File: src/rtl/ip_bus_initiator.sv
// -----------------------------------------------------------------------------
// ip_bus_initiator
//
// Initiator for the internal one-cycle-strobe slot bus shared by the cartridge
// IP responders. One request is taken over a valid/ready handshake. Each request
// produces exactly one memory or I/O strobe. Reads then wait, for a bounded time,
// for the responder's read-ready pulse. Every access ends with a single-cycle
// completion pulse, followed by a fixed idle gap before the next request is
// accepted.
//
// Parameters
//   TIMEOUT_CYCLES  read-wait cycles without bus_read_ready before timeout (1..255)
//   GAP_CYCLES      idle cycles after each access before the next accept (0..15)
//
// Ports
//   n_reset          in   async active-low reset
//   clk              in   system clock, rising edge
//   req_valid        in   request present
//   req_ready        out  initiator idle, can accept (decoded from state)
//   req_write        in   1 = write, 0 = read
//   req_memory       in   1 = memory space, 0 = I/O space
//   req_address      in   [15:0] access address
//   req_wdata        in   [7:0] write data
//   resp_valid       out  one-cycle completion pulse (reads and writes)
//   resp_rdata       out  [7:0] read data, valid with resp_valid
//   resp_timeout     out  read timed out, valid with resp_valid
//   bus_address      out  [15:0] strobe address, 0 outside the strobe cycle
//   bus_write_data   out  [7:0] strobe write data, 0 outside a write strobe
//   bus_read         out  read strobe
//   bus_write        out  write strobe
//   bus_memory       out  memory-space qualifier of the strobe
//   bus_read_ready   in   responder read-data-valid pulse
//   bus_read_data    in   [7:0] responder data
// -----------------------------------------------------------------------------
module ip_bus_initiator #(
   parameter int unsigned TIMEOUT_CYCLES = 100,
   parameter int unsigned GAP_CYCLES     = 3
) (
   input  logic        n_reset,
   input  logic        clk,
   input  logic        req_valid,
   output logic        req_ready,
   input  logic        req_write,
   input  logic        req_memory,
   input  logic [15:0] req_address,
   input  logic [7:0]  req_wdata,
   output logic        resp_valid,
   output logic [7:0]  resp_rdata,
   output logic        resp_timeout,
   output logic [15:0] bus_address,
   output logic [7:0]  bus_write_data,
   output logic        bus_read,
   output logic        bus_write,
   output logic        bus_memory,
   input  logic        bus_read_ready,
   input  logic [7:0]  bus_read_data
);

   localparam logic [7:0] TMO_LIMIT = 8'(TIMEOUT_CYCLES);
   localparam logic [3:0] GAP_LEN   = 4'(GAP_CYCLES);

   typedef enum logic [2:0] {
      S_IDLE   = 3'd0,
      S_STROBE = 3'd1,
      S_WAIT   = 3'd2,
      S_RESP   = 3'd3,
      S_GAP    = 3'd4
   } state_t;

   state_t      state_q;
   logic        wr_q;            // latched request direction
   logic [7:0]  wait_cnt_q;      // sampled read-wait cycles without ready
   logic [7:0]  wait_cnt_d;
   logic [3:0]  gap_cnt_q;       // remaining GAP cycles minus one

   // Responder handshake is registered once before the FSM acts on it. This
   // puts the response one cycle after the sampling edge and keeps the
   // responder's combinational path away from the state logic.
   logic        smp_rdy_q;
   logic [7:0]  smp_data_q;

   logic        resp_valid_q;
   logic [7:0]  resp_rdata_q;
   logic        resp_timeout_q;
   logic [15:0] bus_address_q;
   logic [7:0]  bus_write_data_q;
   logic        bus_read_q;
   logic        bus_write_q;
   logic        bus_memory_q;

   logic        sample_en;

   assign wait_cnt_d = wait_cnt_q + 8'd1;

   // bus_read_ready counts only from the strobe cycle through the read wait;
   // stray pulses in any other state are dropped here.
   assign sample_en = (state_q == S_STROBE) || (state_q == S_WAIT);

   always_ff @(posedge clk or negedge n_reset) begin
      if (!n_reset) begin
         state_q          <= S_IDLE;
         wr_q             <= 1'b0;
         wait_cnt_q       <= 8'd0;
         gap_cnt_q        <= 4'd0;
         smp_rdy_q        <= 1'b0;
         smp_data_q       <= 8'h00;
         resp_valid_q     <= 1'b0;
         resp_rdata_q     <= 8'h00;
         resp_timeout_q   <= 1'b0;
         bus_address_q    <= 16'h0000;
         bus_write_data_q <= 8'h00;
         bus_read_q       <= 1'b0;
         bus_write_q      <= 1'b0;
         bus_memory_q     <= 1'b0;
      end else begin
         // completion is a pulse; only the transition into RESP raises it
         resp_valid_q <= 1'b0;

         smp_rdy_q <= sample_en & bus_read_ready;
         if (sample_en && bus_read_ready) begin
            smp_data_q <= bus_read_data;
         end

         case (state_q)
            S_IDLE: begin
               if (req_valid) begin
                  state_q          <= S_STROBE;
                  wr_q             <= req_write;
                  wait_cnt_q       <= 8'd0;
                  bus_address_q    <= req_address;
                  bus_write_data_q <= req_write ? req_wdata : 8'h00;
                  bus_write_q      <= req_write;
                  bus_read_q       <= ~req_write;
                  bus_memory_q     <= req_memory;
               end
            end

            S_STROBE: begin
               // strobe lasts exactly one cycle
               bus_address_q    <= 16'h0000;
               bus_write_data_q <= 8'h00;
               bus_write_q      <= 1'b0;
               bus_read_q       <= 1'b0;
               bus_memory_q     <= 1'b0;
               if (wr_q) begin
                  state_q        <= S_RESP;
                  resp_valid_q   <= 1'b1;
                  resp_timeout_q <= 1'b0;
               end else begin
                  state_q <= S_WAIT;
               end
            end

            S_WAIT: begin
               // smp_rdy_q holds the sample taken one edge earlier. Data is
               // checked first so a ready on the final sample beats the timeout.
               if (smp_rdy_q) begin
                  state_q        <= S_RESP;
                  resp_valid_q   <= 1'b1;
                  resp_rdata_q   <= smp_data_q;
                  resp_timeout_q <= 1'b0;
               end else if (wait_cnt_d == TMO_LIMIT) begin
                  state_q        <= S_RESP;
                  resp_valid_q   <= 1'b1;
                  resp_rdata_q   <= 8'hFF;   // open bus
                  resp_timeout_q <= 1'b1;
               end else begin
                  wait_cnt_q <= wait_cnt_d;
               end
            end

            S_RESP: begin
               if (GAP_LEN == 4'd0) begin
                  state_q <= S_IDLE;
               end else begin
                  state_q   <= S_GAP;
                  gap_cnt_q <= GAP_LEN - 4'd1;
               end
            end

            S_GAP: begin
               if (gap_cnt_q == 4'd0) begin
                  state_q <= S_IDLE;
               end else begin
                  gap_cnt_q <= gap_cnt_q - 4'd1;
               end
            end

            default: begin
               state_q <= S_IDLE;
            end
         endcase
      end
   end

   assign req_ready      = (state_q == S_IDLE);
   assign resp_valid     = resp_valid_q;
   assign resp_rdata     = resp_rdata_q;
   assign resp_timeout   = resp_timeout_q;
   assign bus_address    = bus_address_q;
   assign bus_write_data = bus_write_data_q;
   assign bus_read       = bus_read_q;
   assign bus_write      = bus_write_q;
   assign bus_memory     = bus_memory_q;

endmodule

File: config.mk
export PLATFORM = sky130hd
export DESIGN_NAME = ip_bus_initiator
export DESIGN_NICKNAME = d
export VERILOG_FILES = /design/src/rtl/ip_bus_initiator.sv
export SDC_FILE = /design/constraint.sdc
export NUM_CORES = 1
export LEC_CHECK = 0
export CAP_MARGIN = 25
export CORE_MARGIN = 5
export CORE_UTILIZATION = 49
export DETAILED_ROUTE_END_ITERATION = 12
export MAX_ROUTING_LAYER = met4
export PLACE_DENSITY_LB_ADDON = 0.08
export SYNTH_ARGS = -nofsm -noshare
export SYNTH_HDL_FRONTEND = slang
export SYNTH_SLANG_ARGS = --single-unit
export TNS_END_PERCENT = 10
File: constraint.sdc
create_clock -name clk -period 5.2 [get_ports clk]
set_input_delay 0.78 -clock clk [delete_from_list [all_inputs] [get_ports clk]]
set_output_delay 0.78 -clock clk [all_outputs]
set_load 0.005 [all_outputs]
Yosys cells after proc, flatten, opt, wreduce, memory -nomap -nowiden
Index checks and enable logic that the tools add are counted.
Operators by class
  add/subtract/negate cells: 2
  mux-type cells: 33
  reductions and logical operators: 16
  bitwise gates (word level): 2
  eq/ne operators: 12
Operators by type and width (count)
  $mux 8: 7
  $pmux 16 s2: 1
  $pmux 8 s2: 2
  $mux 16: 1
  $pmux 3 s5: 1
  $mux 3: 4
  $ne 2x2->1 const B: 6
  $mux 1: 10
  $pmux 1 s2: 5
  $reduce_bool 2->1: 5
  $add 8x1->8 const B: 1
  $eq 8x7->1 const B: 1
  $pmux 4 s2: 1
  $reduce_and 2->1: 4
  $eq 3x2->1 const B: 2
  $reduce_and 3->1: 2
  $logic_not 4->1: 1
  $mux 4: 1
  $reduce_and 4->1: 1
  $sub 4x1->4 const B: 1
  $eq 3x1->1 const B: 1
  $eq 3x3->1 const B: 1
  $logic_not 3->1: 1
  $ne 3x2->1 const B: 1
  other kinds (4): 4
Storage, ports and cells
  word-level logic and storage cells: 79
  register bits: 62
  bits of input ports: 38

Longest topological paths before layout
  word-level depth: 5
  gate-level depth with buffers: 7

Worst setup path before layout
Ideal clock, no wire load.
  path type: register -> register
  from: reg wait_cnt_q[0]
  to: reg wait_cnt_q[4]
  arrival: 1.826 ns
  cell stages (with the launch flop): 6
  period minus slack after synthesis: 1.952 ns
  path slack: 3.248 ns
  required time: 5.074 ns
  path through: dfrtp_1 > ha_1 > or4b_4 > o311a_4 > buf_6 > a221o_1
Between the ends
  cells in the longest elaborated chain, start to end: 4
  elaborated cells between the ends (all ways): 7
  those cells by class: 1 x add/sub; 2 x eq/ne; 3 x mux; 1 x reduce/logical
Ends and longest elaborated chain
  start, declared: RTL line 72  | logic [7:0] wait_cnt_q;
  start signal, assigned: RTL line 168  | wait_cnt_q <= wait_cnt_d;
  $add 8x1->8 (*): RTL line 93  | assign wait_cnt_d = wait_cnt_q + 8'd1;
  $eq 8x7->1 / $mux 8 (equally long branches): RTL line 162  | end else if (wait_cnt_d == TMO_LIMIT) begin
  $ne 2x2->1 (no source line) / $mux 8 (equally long branches)
  $reduce_and 4->1 (no source line) / $pmux 8 s2 (equally long branches)
Mark *: on every way between the ends. The rest lies on a longest branch, timed or not. The select of a mux whose other input is x is not followed.
A chain may end at the register's enable or synchronous reset.

Worst setup path in the final report
  from: reg state_q[2]
  to: out req_ready
Between the ends
  cells in the longest elaborated chain, start to end: 1
Ends and longest elaborated chain
  start, declared: RTL line 70  | state_t state_q;
  start signal, assigned: RTL line 101  | state_q <= S_IDLE;
  start signal, assigned: RTL line 127  | state_q <= S_STROBE;
  start signal, assigned: RTL line 146  | state_q <= S_RESP;
  $logic_not 3->1: RTL line 196  | assign req_ready = (state_q == S_IDLE);
  end, declared: RTL line 42  | output logic req_ready,
No other way between the ends.

==> metrics.yaml <==
drv_cap: 0
startpoint_type: "register"
path_cells: "nor3_1, clkdlybuf4s50_1"
path_buf_inv: 1
path_clk_slew_ps: 70
synth-edff-count: 0
cp_slowest_cell: "clkdlybuf4s50_1"
worstSetupPathType: "reg -> out"
crit_path_max_incr_delay_ps: 570
cts_hold_buf: 0
power_density_nw_per_um2: 573
synth_ff_type: "dfrtp_1"
cts_tree: "built"
final_net_count: 365
fillers: 426
grt_max_degree: 63
setup_tns_ps: 0
first_global_vias: 2129
htree_levels: 3
cts.sinks: 62
netlist_area_um2: 2650
firstDrtPassIters: 4
track_usage: 0.187
drt_iter0_markers: 99
timing.final.ws_setup_ps: 2660
rsz0062_at_grt: "false"
dp_slack_ps: 2790
async_flop_share: 1.00
clockRootBuffer: "clkbuf_8"
p_clk_frac: 0.205
p_sw_w: 0.000689
comb_power_share: 0.396
io_pins: 76
gp_congestion: 0.801
route.detailed.drc: 0
critPathTopFamily: "buffers and inverters"
fmax_ghz: 0.394
drive_gt1_frac: 0.115
post-route-period-util: 0.488
routed_wirelength_um: 6090
switching_share: 0.331
grt_overflow_total: 0
start_util: 0.513
cp.depth: 2
vias: 2081
avgSynthCellArea_um2: 10.6
ir_drop_v: 0.000322
diodes: 0
core-area_um2: 5170
crit_path_max_fanout: 8
share_seq_of_total_power: 0.399
status: "complete, no violations"
yosys-top-cells-area: "dfrtp_1, nand2_1, nand3_1, mux2_2, o22a_1"
hp-class: "reg -> reg"
fin_crit_ps: 2540
setup_violations: 0
cts_resized: 0
yosysWarnings: 0
antenna_found_initial: 0
finalHoldViolCount: 0
grt_pass1_wl_um: 10200
floorplan.rows: 26
postCtsSetupRepairBufs: 0
syn_nets: 291
clock_path_buffers: 2
r2r_cells: 5
synth_top_area_frac: 0.585
timing.critical_path.arrival_ps: 1760
synth_cells: 251
yosysTopAreaCell: "dfrtp_1"
ys_ff_latch: 62
port_buffers: 75
ys_types: 38
maxSlewHeadroom: 0.338
ys_seq_area_frac: 0.585
ant_nets: 0
dp_hpwl_um: 4050
hold_path_depth: 1
die-area_um2: 6980
drt-vias-per-instance: 5.20
intPower_w: 0.00139
drv_slew: 0
die_y_um: 83.6
cp_data_required_time_ps: 4420
die_x_um: 83.6
power_leakage_nw: 1.70
syn_to_final_growth_pct: 37.0
skew_ps: 5.35
end_kind: "output port"
worst_slew_pin_slew_ps: 990
cts_inserted_buffers: 9
drt-wirelength-per-cell_um: 15.2
insertion_delay_ps: 330
[cells by family after synthesis]
group / count (synthesis) / share of synthesized area
AO/OA/AOI/OAI: 28 / 0.0944
flip-flops: 62 / 0.585
AND/OR/NAND/NOR: 126 / 0.223
buffers and inverters: 19 / 0.0330
adder cells (fa/ha/maj): 2 / 0.00944
multiplexers: 9 / 0.0382
XOR/XNOR: 5 / 0.0165
[power by group through the flow]
stage	sequential [W]	combinational (W)	clock, W
3_3_place_gp	0.000832	0.000807	0
2_1_floorplan	0.000813	0.000442	0
4_1_cts	0.000832	0.000840	0.000437
6_report	0.000831	0.000824	0.000426
5_1_grt	0.000859	0.000909	0.000460
3_5_place_dp	0.000839	0.000833	0
[worst paths after layout]
| kind | start | endpoint | slack (ps) |
|---|---|---|---|
| min in group asynchronous | n_reset | bus_write_data[2] | 590 |
| max reg2reg | wait_cnt_q[1] | wait_cnt_q[0] | 3050 |
| max in group asynchronous | n_reset | resp_rdata[2] | 4080 |
| max | state_q[2] | req_ready | 2660 |
| min | smp_data_q[1] | resp_rdata[1] | 480 |
| min reg2reg | smp_data_q[1] | resp_rdata[1] | 480 |
[cells in the mapped netlist (all sizes together), types with 2 or more instances]
cell / n
dfrtp: 62
a22o: 4
o22a: 8
nand2b: 4
nand2: 59
o21ai: 7
mux2: 9
nor3b: 3
nor3: 5
buf: 8
inv: 5
xor2: 5
nand3: 39
nor2: 7
o211ai: 2
ha: 2
clkbuf: 6
and3: 3
[through the flow]
| stage | instance area [µm²] | utilization | hold WS, ps | power (W) | instances |
|---|---|---|---|---|---|
| 5_1_grt | 3630 | 0.702 | 507 | 0.00223 | 400 |
| 3_3_place_gp | 3430 | 0.663 | 463 | 0.00164 | 384 |
| 2_1_floorplan | 2650 | - | 454 | 0.00126 | 251 |
| 4_1_cts | 3630 | 0.702 | 486 | 0.00211 | 400 |
| 3_5_place_dp | 3430 | 0.663 | 474 | 0.00167 | 384 |
| 6_report | 3630 | 0.702 | 480 | 0.00208 | 400 |
[cell type report]
type / count / area, µm² / share of cell area
Tap cell: 70 / 87.6 / 0.0241
Multi-Input combinational cell: 170 / 1010 / 0.279
Clock buffer: 12 / 155 / 0.0427
Clock inverter: 4 / 45.0 / 0.0124
Sequential cell: 62 / 1550 / 0.427
Timing Repair Buffer: 77 / 761 / 0.210
Inverter: 5 / 18.8 / 0.00517
[sequential cells by signal, indices dropped and copies added (netlist names)]
name	flops
bus_write_data	8
state_q	3
wait_cnt_q	8
bus_write	1
bus_memory	1
smp_data_q	8
resp_rdata	8
smp_rdy_q	1
bus_read	1
wr_q	1
gap_cnt_q	4
resp_timeout	1
resp_valid	1
bus_address	16
[placed cells by master (no fill, tap or decap), drive strengths merged, types with 3 or more instances in the layout]
| master | count |
|---|---|
| o21ai | 7 |
| nor2 | 7 |
| and3 | 3 |
| nor3 | 5 |
| clkbuf | 12 |
| inv | 5 |
| dfrtp | 62 |
| clkdlybuf4s50 | 74 |
| a22o | 4 |
| nand3 | 39 |
| nand2b | 4 |
| clkinv | 3 |
| buf | 3 |
| nand2 | 59 |
| o22a | 8 |
| mux2 | 9 |
| nor3b | 3 |
| xor2 | 5 |
[layer usage]
metal | wire (µm) | up-vias | global-route usage
met3 | 339 | 10 | 0.0454
met2 | 2900 | 57 | 0.281
met1 | 2770 | 1005 | 0.242
li1 | - | 1009 | -
met4 | 89 | 0 | 0.0789
met5 | 0 | - | -
No activity file was read; power rests on OpenSTA's default activity.
